File: config.mk
export PLATFORM = sky130hd
export DESIGN_NAME = clock_digit_scheduler
export DESIGN_NICKNAME = d
export VERILOG_FILES = /design/src/rtl/clock_disp_pkg.sv /design/src/rtl/bcd_mod60_counter.sv /design/src/rtl/clock_digit_scheduler.sv
export SDC_FILE = /design/constraint.sdc
export NUM_CORES = 1
export LEC_CHECK = 0
export ABC_AREA = 1
export BUFFER_PORTS_ARGS = -buffer_cell sky130_fd_sc_hd__buf_2
export CAP_MARGIN = 20
export CORE_MARGIN = 3
export CORE_UTILIZATION = 30
export DETAILED_ROUTE_END_ITERATION = 6
export HOLD_SLACK_MARGIN = 0.03
export PLACE_DENSITY_LB_ADDON = 0.1
export SYNTH_ARGS = -nofsm -noshare
export SYNTH_HDL_FRONTEND = slang
export SYNTH_SLANG_ARGS = --single-unit
File: constraint.sdc
create_clock -name clk -period 8 [get_ports clk]
set_input_delay 0.4 -clock clk [delete_from_list [all_inputs] [get_ports clk]]
set_output_delay 0.4 -clock clk [all_outputs]
set_load 0.05 [all_outputs]
File: src/rtl/clock_disp_pkg.sv
// Shared definitions for the MM:SS clock display path.
// Provides glyph codes, default slot geometry, the slot index enum, the
// registered glyph-select payload and a half-open span test helper.
package clock_disp_pkg;

  localparam int unsigned COORD_W = 10;
  localparam int unsigned GLYPH_W = 4;
  localparam int unsigned BCD2_W  = 8;
  localparam int unsigned MMSS_W  = 16;

  localparam logic [GLYPH_W-1:0] GLYPH_COLON = 4'hA;
  localparam logic [GLYPH_W-1:0] GLYPH_BLANK = 4'hF;

  localparam logic [COORD_W-1:0] DEF_X0      = 10'd100;
  localparam logic [COORD_W-1:0] DEF_DIGIT_W = 10'd75;
  localparam logic [COORD_W-1:0] DEF_GAP     = 10'd15;
  localparam logic [COORD_W-1:0] DEF_COLON_W = 10'd8;

  typedef enum logic [2:0] {
    SLOT_D0,
    SLOT_D1,
    SLOT_COLON,
    SLOT_D2,
    SLOT_D3,
    SLOT_NONE
  } slot_e;

  // Payload handed to the renderer each pixel.
  typedef struct packed {
    logic [COORD_W-1:0] posicion;
    logic [GLYPH_W-1:0] digito;
    logic               valid;
  } glyph_sel_t;

  // True when x lies in [org, org+w); widened so org+w cannot wrap.
  function automatic logic in_span(input logic [COORD_W-1:0] x,
                                   input logic [COORD_W-1:0] org,
                                   input logic [COORD_W-1:0] w);
    logic [COORD_W:0] xe;
    logic [COORD_W:0] lo;
    logic [COORD_W:0] hi;
    xe = {1'b0, x};
    lo = {1'b0, org};
    hi = {1'b0, org} + {1'b0, w};
    return (xe >= lo) && (xe < hi);
  endfunction

endpackage

File: src/rtl/bcd_mod60_counter.sv
// Two-digit BCD modulo-60 counter (00..59).
// Ports:
//   clk, reset_n   clock and synchronous active-low reset
//   clr_i          force value to 00 (overrides increments)
//   inc_i          advance by 1
//   inc2_i         advance by 2 (takes precedence over inc_i)
//   value_o        registered BCD value {tens, units}
//   next_c_o       value the register will take at the next edge
//   carry_c_o      this cycle's increment wraps past 59
module bcd_mod60_counter
  import clock_disp_pkg::*;
(
  input  logic              clk,
  input  logic              reset_n,
  input  logic              clr_i,
  input  logic              inc_i,
  input  logic              inc2_i,
  output logic [BCD2_W-1:0] value_o,
  output logic [BCD2_W-1:0] next_c_o,
  output logic              carry_c_o
);

  logic [BCD2_W-1:0] value_q;
  logic [BCD2_W-1:0] value_d;
  logic              carry_c;
  logic [1:0]        step;
  logic [4:0]        units_sum;
  logic [3:0]        tens_sum;

  // BCD add of 0/1/2 with decimal adjust on units, then wrap tens at 6.
  always_comb begin
    value_d   = value_q;
    carry_c   = 1'b0;
    step      = inc2_i ? 2'd2 : (inc_i ? 2'd1 : 2'd0);
    units_sum = 5'(value_q[3:0]) + 5'(step);
    tens_sum  = value_q[7:4];
    if (units_sum >= 5'd10) begin
      units_sum = units_sum - 5'd10;
      tens_sum  = tens_sum + 4'd1;
    end
    if (tens_sum >= 4'd6) begin
      tens_sum = 4'd0;
      carry_c  = 1'b1;
    end
    value_d = {tens_sum, units_sum[3:0]};
    if (clr_i) begin
      value_d = '0;
      carry_c = 1'b0;
    end
  end

  always_ff @(posedge clk) begin
    if (!reset_n) begin
      value_q <= '0;
    end else begin
      value_q <= value_d;
    end
  end

  assign value_o   = value_q;
  assign next_c_o  = value_d;
  assign carry_c_o = carry_c;

endmodule

File: src/rtl/clock_digit_scheduler.sv
// MM:SS digit scheduler for the seven-segment renderer on the VGA path.
// Runs a BCD minutes:seconds count, snapshots it at each frame start, and per
// pixel selects the active glyph slot (D0 D1 : D2 D3) from pixel_x.
// Ports:
//   clk, reset_n          pixel clock, synchronous active-low reset
//   frame_start           pulse at pixel (0,0); latches the display snapshot
//   pixel_x, pixel_y      current pixel position
//   run_en                count seconds while high
//   clear                 zero time and prescaler
//   inc_min               advance minutes by one
//   posicion, digito      registered slot origin and glyph code
//   slot_valid            registered "pixel is inside a slot"
//   pixel_x_d, pixel_y_d  pixel position delayed to line up with the above
//   mm_ss                 live BCD time {m_tens, m_units, s_tens, s_units}
module clock_digit_scheduler
  import clock_disp_pkg::*;
#(
  parameter int unsigned        TICKS_PER_SEC = 25_000_000,
  parameter logic [COORD_W-1:0] X0            = DEF_X0,
  parameter logic [COORD_W-1:0] DIGIT_W       = DEF_DIGIT_W,
  parameter logic [COORD_W-1:0] GAP           = DEF_GAP,
  parameter logic [COORD_W-1:0] COLON_W       = DEF_COLON_W
) (
  input  logic               clk,
  input  logic               reset_n,
  input  logic               frame_start,
  input  logic [COORD_W-1:0] pixel_x,
  input  logic [COORD_W-1:0] pixel_y,
  input  logic               run_en,
  input  logic               clear,
  input  logic               inc_min,
  output logic [COORD_W-1:0] posicion,
  output logic [GLYPH_W-1:0] digito,
  output logic               slot_valid,
  output logic [COORD_W-1:0] pixel_x_d,
  output logic [COORD_W-1:0] pixel_y_d,
  output logic [MMSS_W-1:0]  mm_ss
);

  localparam int unsigned PRESC_W = (TICKS_PER_SEC > 1) ? $clog2(TICKS_PER_SEC) : 1;

  localparam logic [COORD_W-1:0] ORG_D0    = X0;
  localparam logic [COORD_W-1:0] ORG_D1    = ORG_D0 + DIGIT_W + GAP;
  localparam logic [COORD_W-1:0] ORG_COLON = ORG_D1 + DIGIT_W + GAP;
  localparam logic [COORD_W-1:0] ORG_D2    = ORG_COLON + COLON_W + GAP;
  localparam logic [COORD_W-1:0] ORG_D3    = ORG_D2 + DIGIT_W + GAP;

  logic [PRESC_W-1:0] presc_q;
  logic [PRESC_W-1:0] presc_d;
  logic [MMSS_W-1:0]  disp_q;
  logic [MMSS_W-1:0]  disp_d;
  glyph_sel_t         sel_q;
  glyph_sel_t         sel_d;
  logic [COORD_W-1:0] px_q;
  logic [COORD_W-1:0] py_q;

  logic               sec_tick;
  logic               sec_carry;
  logic               min_carry_unused;
  logic               min_inc1;
  logic               min_inc2;
  logic [BCD2_W-1:0]  sec_q;
  logic [BCD2_W-1:0]  min_q;
  logic [BCD2_W-1:0]  sec_next;
  logic [BCD2_W-1:0]  min_next;
  slot_e              slot;

  // Seconds prescaler: tick on the cycle the count wraps back to 0.
  assign sec_tick = run_en && (presc_q == PRESC_W'(TICKS_PER_SEC - 1));

  always_comb begin
    presc_d = presc_q;
    if (clear) begin
      presc_d = '0;
    end else if (run_en) begin
      presc_d = sec_tick ? '0 : presc_q + PRESC_W'(1);
    end
  end

  // A seconds rollover and an inc_min in the same cycle add two minutes.
  assign min_inc1 = sec_carry ^ inc_min;
  assign min_inc2 = sec_carry & inc_min;

  bcd_mod60_counter u_sec (
    .clk       (clk),
    .reset_n   (reset_n),
    .clr_i     (clear),
    .inc_i     (sec_tick),
    .inc2_i    (1'b0),
    .value_o   (sec_q),
    .next_c_o  (sec_next),
    .carry_c_o (sec_carry)
  );

  bcd_mod60_counter u_min (
    .clk       (clk),
    .reset_n   (reset_n),
    .clr_i     (clear),
    .inc_i     (min_inc1),
    .inc2_i    (min_inc2),
    .value_o   (min_q),
    .next_c_o  (min_next),
    .carry_c_o (min_carry_unused)
  );

  assign mm_ss = {min_q, sec_q};

  // Snapshot takes the post-update time so a coincident clear shows 00:00.
  assign disp_d = frame_start ? {min_next, sec_next} : disp_q;

  // Slot decode on the live pixel column.
  always_comb begin
    slot = SLOT_NONE;
    if (in_span(pixel_x, ORG_D0, DIGIT_W)) begin
      slot = SLOT_D0;
    end else if (in_span(pixel_x, ORG_D1, DIGIT_W)) begin
      slot = SLOT_D1;
    end else if (in_span(pixel_x, ORG_COLON, COLON_W)) begin
      slot = SLOT_COLON;
    end else if (in_span(pixel_x, ORG_D2, DIGIT_W)) begin
      slot = SLOT_D2;
    end else if (in_span(pixel_x, ORG_D3, DIGIT_W)) begin
      slot = SLOT_D3;
    end
  end

  always_comb begin
    sel_d = '{posicion: '0, digito: GLYPH_BLANK, valid: 1'b0};
    case (slot)
      SLOT_D0:    sel_d = '{posicion: ORG_D0,    digito: disp_q[15:12], valid: 1'b1};
      SLOT_D1:    sel_d = '{posicion: ORG_D1,    digito: disp_q[11:8],  valid: 1'b1};
      SLOT_COLON: sel_d = '{posicion: ORG_COLON, digito: GLYPH_COLON,   valid: 1'b1};
      SLOT_D2:    sel_d = '{posicion: ORG_D2,    digito: disp_q[7:4],   valid: 1'b1};
      SLOT_D3:    sel_d = '{posicion: ORG_D3,    digito: disp_q[3:0],   valid: 1'b1};
      default:    sel_d = '{posicion: '0, digito: GLYPH_BLANK, valid: 1'b0};
    endcase
  end

  always_ff @(posedge clk) begin
    if (!reset_n) begin
      presc_q <= '0;
      disp_q  <= '0;
      sel_q   <= '{posicion: '0, digito: GLYPH_BLANK, valid: 1'b0};
      px_q    <= '0;
      py_q    <= '0;
    end else begin
      presc_q <= presc_d;
      disp_q  <= disp_d;
      sel_q   <= sel_d;
      px_q    <= pixel_x;
      py_q    <= pixel_y;
    end
  end

  assign posicion   = sel_q.posicion;
  assign digito     = sel_q.digito;
  assign slot_valid = sel_q.valid;
  assign pixel_x_d  = px_q;
  assign pixel_y_d  = py_q;

endmodule
==> results by group, run 1 <==
Clock network
  • Number of H-tree levels: 3
  • Post-CTS setup buffer count: 0
  • Clk Latency, worst-skew pair: 0.35 ns
  • TritonCTS clock tree: built
  • Number of CTS-inserted buffers: 9
  • CTS Buffer Depth: 2
  • Worst-path clk slew: 0.06 ns
  • Post-CTS Resized: 0
  • CTS Root Cell: clkbuf_16
  • Clock Sinks: 90
  • Hold buffers post-CTS: 0

Die
  • Core ar.: 0.0140 mm2
  • Die height: 126 um
  • Starting Density: 30.8%
  • Boundary Pins: 77
  • Die area: 0.0158 mm2
  • Rows: 43
  • Die W: 126 um

Synth
  • Netlist cell types: 43
  • Flops & latches, synth: 90
  • Synth warn: 0
  • Post-synthesis area per instance: 7.03 um2
  • Cells after Synth: 613
  • Synth Cell Area: 0.00431 mm2
  • Post-synthesis sequential area ratio: 41.8%

Timing
  • Post-route setup TNS: 0 ns
  • Unrepaired setup endpoints after global routing: no
  • Clock Skew: 0.00953 ns
  • Final hold viol count: 0
  • Setup violations, final: 0
  • Worst-margin pin slew: 0.575 ns
  • Max-slew violations: 0
  • Final worst path period need: 4.90 ns
  • Max Freq: 204 MHz
  • Final period utilization: 61.2%
  • Worst slew margin: 61.6%

Place
  • # port buffers: 75
  • Placer Congestion: 0.834
  • HPWL after DPL: 8450 um

Hold path
  • Hold Crit Depth: 3
  • Hold Path Class: input port to flip-flop
  • WHS Endpoint: pixel_y_d[4]
  • HP Start: pixel_y[4]

Critical path
  • Reg-to-reg endpoint: u_min.value_o[6]
  • Setup CP Type: flip-flop to flip-flop
  • Most used cell, CP: nand2_1
  • WP data required: 8.27 ns
  • Slowest stage delay, CP: 0.40 ns
  • Reg2Reg Setup Slack: 3.10 ns
  • Worst flop-to-flop path startpoint: presc_q[11]
  • Worst Reg2Reg Path Length in Cells: 37
  • Worst Path Max Fanout: 10
  • Type of origin of the critical path: flip-flop
  • Slowest cell on crit path: dfxtp_1
  • Worst setup EP type: flip-flop
  • WP data arrival: 5.17 ns

GRT
  • Vias in the first global route: 3966
  • GRT overflow: 0
  • Largest net degree at the start of global routing: 29
  • GRT Overall Usage: 14.3%
  • Initial antenna violation count: 0
  • First-pass GRT wire length: 18400 um

Cells and area
  • Area growth, synth to finish: 19.6%
  • Antenna diode instance count: 0
  • Proportion of layout cells with a drive suffix above 1: 17.5%
  • Fill cell count: 1500
  • Post-layout nets: 726

Run
  • Max Cap Viol: 0

Power and ir drop
  • Power, Total: 0.000998 W
  • Pwr per Cell Area: 194 mW/mm2
  • Leakage: 2.47 nW
  • Maximum VDD drop: 0.0000897 V

Drt
  • Initial DRC count: 195
  • WL final: 10900 um
  • DRT Pass-1 Iters: 4
  • Post-route ant nets: 0
  • DRC violations left: 0
  • Via count: 3949
  • WL per Instance: 12.5 um
  • Avg Vias per Cell: 4.52

Outcome
  • Outcome: completed
## critical path, delay by kind of cell (launching register included)
kind | cells | cell delay, ns
AOI/OAI and AO/OA | 1 | 0.15
adders and majority gates | 7 | 1.62
buffers and inverters | 7 | 0.50
DFF | 1 | 0.40
and+or+nand+nor | 22 | 2.16
## worst max path at each step
| stage | endpoint | start | slack (ns) |
|---|---|---|---|
| 6_report | u_min.value_o[6] | presc_q[11] | 3.10 |
| 2_1_floorplan | u_min.value_o[4] | presc_q[0] | 3.63 |
| 4_1_cts | u_min.value_o[6] | presc_q[11] | 3.05 |
| 3_5_place_dp | u_min.value_o[6] | presc_q[0] | 3.08 |
| 3_3_place_gp | disp_q[10] | presc_q[11] | 3.23 |
| 5_1_grt | u_min.value_o[5] | presc_q[11] | 2.48 |
## layer usage
metal	wire length, um	global-route usage [%]
met5	0	0
met4	183	5.17
met2	5490	25.1
met3	395	3.69
met1	4820	16.7
## sequential cells by signal, summed over array words and instances, names as in the netlist
name           cells
u_min.value_o      8
digito             4
posicion           8
presc_q           25
pixel_x_d         10
disp_q            16
slot_valid         1
u_sec.value_o      8
pixel_y_d         10
## Yosys cell counts
cell type | number | area, um2
o21ai_1 | 2 | 10.0
nor2_4 | 2 | 22.5
nand2_1 | 139 | 522
nand2_2 | 7 | 43.8
fa_1 | 1 | 20.0
o21ai_2 | 3 | 26.3
nor3_2 | 2 | 20.0
nor3b_2 | 1 | 12.5
clkbuf_1 | 2 | 7.51
xor2_1 | 4 | 35.0
nor2_1 | 78 | 293
a21oi_1 | 14 | 70.1
o21ai_0 | 21 | 105
xnor2_1 | 2 | 17.5
o211ai_1 | 1 | 7.51
nor3_1 | 21 | 105
nand2_4 | 3 | 33.8
o21a_1 | 1 | 7.51
or2_1 | 2 | 12.5
o2111ai_1 | 1 | 8.76
and3_2 | 1 | 7.51
buf_2 | 6 | 30.0
nand4_1 | 15 | 93.8
o21bai_1 | 1 | 7.51
inv_2 | 1 | 3.75
nand4_2 | 1 | 12.5
conb_1 | 1 | 3.75
nor3b_1 | 2 | 15.0
inv_1 | 99 | 372
dfxtp_1 | 90 | 1800
nor3_4 | 1 | 16.3
and2_1 | 3 | 18.8
nand3b_1 | 2 | 15.0
nor2_2 | 4 | 25.0
and3_1 | 3 | 18.8
ha_1 | 10 | 125
or2_2 | 2 | 12.5
o22ai_1 | 3 | 18.8
nand3_1 | 51 | 255
buf_1 | 2 | 7.51
buf_4 | 2 | 15.0
nand3_2 | 4 | 40.0
nor4_1 | 2 | 12.5
## stage by stage
stage                     setup WS [ns]  cell area (um2)  utilization (%)  cells  hold WS [ns]
final                              3.10             5150             36.8    873         0.234
after global routing               2.48             5150             36.8    873         0.228
after CTS                          3.05             5150             36.8    873         0.217
after detailed placement           3.08             4860             34.7    858         0.427
after global placement             3.23             4860             34.7    858         0.416
after floorplan                    3.63             4320                -    615         0.407
## cells by family (layout without fill, tap and decap cells)
kind of cell	count (synthesis)	after routing	synth area share [%]
AOI/OAI and AO/OA	47	47	6.07
and+or+nand+nor	346	346	37.3
buffers and inverters	112	190	10.1
other	1	3	0.0870
xor gates and xnor gates	6	6	1.22
adders and majority gates	11	11	3.37
DFF	90	90	41.8
## cell usage in the layout (no fill, tap or decap), types with 4 or more instances in the layout
master     netlist  layout
buf_2            6      75
nor3_1          21      21
a21oi_1         14      14
nand2_1        139     139
nand3_1         51      51
inv_1           99      99
nand2_2          7       7
nand4_1         15      15
nand3_2          4       4
ha_1            10      10
xor2_1           4       4
dfxtp_1         90      90
nor2_2           4       4
o21ai_0         21      21
clkbuf_16        0       9
nor2_1          78      78
## cell type report
type / instances / area (um2) / area share, %
clock buffer: 11 / 243 / 4.71
clock inverter: 4 / 52.6 / 1.02
inverter: 100 / 375 / 7.29
multi-input combinational: 413 / 2080 / 40.3
sequential: 90 / 1800 / 35.0
tap: 180 / 225 / 4.37
timing repair buffer: 75 / 375 / 7.29
## power breakdown
part	total (W)	switching (W)	internal (W)
Sequential	0.000465	0.00000418	0.000460
Clock	0.000426	0.000177	0.000250
Combinational	0.000107	0.0000830	0.0000242
Power figures use the tool's default switching activity.
==> run 2: changes to the inputs <==
--- a/config.mk
+++ b/config.mk
@@ -5,7 +5,7 @@
 export SDC_FILE = /design/constraint.sdc
 export NUM_CORES = 1
 export LEC_CHECK = 0
-export ABC_AREA = 1
+export ABC_AREA = 0
 export BUFFER_PORTS_ARGS = -buffer_cell sky130_fd_sc_hd__buf_2
 export CAP_MARGIN = 20
 export CORE_MARGIN = 3
==> constraint.sdc (replaced) <==
create_clock -name clk -period 4.9 [get_ports clk]
set_input_delay 0.245 -clock clk [delete_from_list [all_inputs] [get_ports clk]]
set_output_delay 0.245 -clock clk [all_outputs]
set_load 0.05 [all_outputs]
==> run 2 against run 1 <==
Clock-buffer cell count unchanged. Largest cell class unchanged. Critical endpoint is now disp_q[13]. Register-to-register slack worse by 3.1 ns. Worst hold slack lost 0.13 ns. Design area up 6.5%. Power grew 67%. Final cell count is 17% lower.
==> results by group, run 2 <==
Power and ir drop
  • Pwr per Cell Area: 303 mW/mm2
  • Maximum VDD drop: 0.000158 V
  • Power, Total: 0.00166 W
  • Leakage: 2.19 nW

Place
  • Placer Congestion: 0.799
  • Place WS: -0.127 ns
  • Dpl cell area: 0.00494 mm2
  • HPWL after DPL: 7450 um
  • # port buffers: 75

GRT
  • First-pass GRT wire length: 16400 um
  • GRT Overall Usage: 14.1%
  • GRT overflow: 0
  • Vias in the first global route: 3368
  • Initial antenna violation count: 0
  • Largest net degree at the start of global routing: 48

Drt
  • WL per Instance: 14.1 um
  • Avg Vias per Cell: 4.84
  • WL final: 10200 um
  • Post-route ant nets: 0
  • Via count: 3510
  • DRC violations left: 0
  • DRT Pass-1 Iters: 5
  • Initial DRC count: 164

Critical path
  • Setup CP Type: flip-flop to flip-flop
  • Reg2Reg Setup Slack: 0.005 ns
  • Reg-to-reg endpoint: disp_q[13]
  • Worst setup EP type: flip-flop
  • Worst Path Max Fanout: 4
  • WP data required: 5.16 ns
  • Worst flop-to-flop path startpoint: presc_q[10]
  • Type of origin of the critical path: flip-flop
  • WP data arrival: 5.16 ns
  • Worst Reg2Reg Path Length in Cells: 24

Clock network
  • CTS Buffer Depth: 2
  • Clk Latency, worst-skew pair: 0.34 ns
  • Clock Sinks: 90
  • Number of H-tree levels: 3
  • Worst-path clk slew: 0.06 ns
  • Hold buffers post-CTS: 0
  • CTS Root Cell: clkbuf_16
  • Number of CTS-inserted buffers: 9
  • TritonCTS clock tree: built

Synth
  • Synth Cell Area: 0.00407 mm2
  • EDFF count, synth: 0
  • Synth area leader: dfxtp_1
  • Flops & latches, synth: 90
  • Post-synthesis area per instance: 9.37 um2
  • Synth warn: 0
  • Post-synthesis sequential area ratio: 44.3%
  • Post-synth top flop: dfxtp_1
  • Netlist cell types: 74
  • Largest cells by area after synthesis: dfxtp_1 (44%), and2_1 (4.2%), nor2_1 (3.8%), xor2_1 (3.7%), ha_1 (3.1%)
  • Post-synth top area share: 44.3%
  • Top-count cell post-synth: dfxtp_1
  • Ys async rst share: 0%
  • Cells after Synth: 434
  • Commonest cells post-synth: dfxtp_1 (90), nor2_1 (41), and2_1 (27), nand2_1 (27), a21oi_1 (19)

Die
  • Starting Density: 31.5%
  • Die area: 0.0150 mm2
  • Boundary Pins: 77
  • Rows: 41
  • Die height: 122 um
  • Die W: 122 um
  • Core ar.: 0.0129 mm2

Hold path
  • Hold Crit Depth: 2
  • HP Start: pixel_y[0]
  • Hold Path Class: input port to flip-flop
  • WHS Endpoint: pixel_y_d[0]

Timing
  • Max Freq: 204 MHz
  • Worst slew margin: 27.8%
  • Final hold viol count: 0
  • Hold Slack: 0.102 ns
  • Final WS setup: 0.00490 ns
  • Worst-margin pin slew: 1.07 ns
  • Final worst path period need: 4.90 ns
  • Setup violations, final: 0
  • Final period utilization: 99.9%
  • Max-slew violations: 0
  • Unrepaired setup endpoints after global routing: yes
  • Clock Skew: 0.00589 ns

Cells and area
  • Commonest non-fill, non-tap cells in the layout: dfxtp_1 (86), buf_2 (75), nor2_1 (41)
  • Number of flip-flops under the largest register name: 25
  • Register name with the most flops: presc_q
  • Post-layout nets: 585
  • Area growth, synth to finish: 34.9%
  • Most common cell after layout, fill and taps aside: dfxtp_1
  • Proportion of layout cells with a drive suffix above 1: 34.4%
  • Util after Layout: 42.4%
  • Fin area: 0.00548 mm2
  • Biggest regs: presc_q (25), disp_q (16)
  • Antenna diode instance count: 0

Outcome
  • Outcome: completed

Run
  • Max Cap Viol: 0
==> run 2: area by class of cell <==
cell class	count	area, um2
clock inverters	5	62.6
flip-flops and latches	90	1810
repair buffers	117	698
fillers	1318	7440
well taps	172	215
multi-input cells	318	2400
inverters	12	47.5
clock buffers	11	253
==> run 2: worst max path at each step <==
stage	start	end
after detailed placement	presc_q[8]	disp_q[14]
after floorplan	presc_q[0]	disp_q[12]
after global placement	presc_q[8]	disp_q[12]
after global routing	presc_q[10]	disp_q[13]
final	presc_q[10]	disp_q[13]
after CTS	presc_q[0]	disp_q[13]
==> run 2: kinds of logic after synthesis <==
family | Yosys count | synth area share, %
AOI/OAI and AO/OA | 79 | 14.7
xor gates and xnor gates | 28 | 6.03
buffers and inverters | 28 | 3.35
adders and majority gates | 11 | 3.57
DFF | 90 | 44.3
other | 1 | 0.0922
muxes | 6 | 1.57
and+or+nand+nor | 191 | 26.3
==> run 2: critical path: stages, from the launching register on <==
cell       delay (ns)
dfxtp_2          0.34
nor4b_4          0.30
nand3_1          0.13
nor3_2           0.20
ha_2             0.24
ha_4             0.15
xnor2_2          0.12
ha_2             0.20
a21bo_2          0.22
o32a_1           0.22
o21ai_4          0.11
mux2_4           0.34
nand2_4          0.08
a21oi_4          0.07
ha_4             0.23
ha_4             0.16
fa_2             0.40
xor2_4           0.19
inv_2            0.08
ha_4             0.14
o31ai_4          0.09
a2111oi_4        0.35
a211oi_4         0.10
buf_4            0.16
o31ai_2          0.20
==> run 2: power breakdown <==
part,switching (W),total [W],leakage [nW],internal (W)
combinational,0.000128,0.000187,1.31,0.0000598
sequential,0.00000731,0.000757,0.736,0.000750
clock,0.000294,0.000718,0.148,0.000425
total,0.000428,0.00166,2.19,0.00123
==> run 2: metal layers <==
metal	vias up	wire (um)	global-route usage, %
met5	-	0	0
met4	0	117	3.99
met3	10	528	4.47
met2	75	4790	22.8
met1	1660	4770	18.0
li1	1765	-	-
==> run 2: through the flow <==
| stage | setup TNS [ns] | cells |
|---|---|---|
| after detailed placement | -0.532 | 700 |
| after floorplan | 0 | 436 |
| after global routing | -1.40 | 725 |
| after CTS | -0.123 | 722 |
| after global placement | 0 | 700 |
| final | 0 | 725 |
==> run 2: what timing repair did <==
action / CTS / global route
buffers inserted: 6 / 3
endpoints found under the setup margin: 9 / 11
gates resized for setup: 10 / 22
pin swaps: 19 / 21
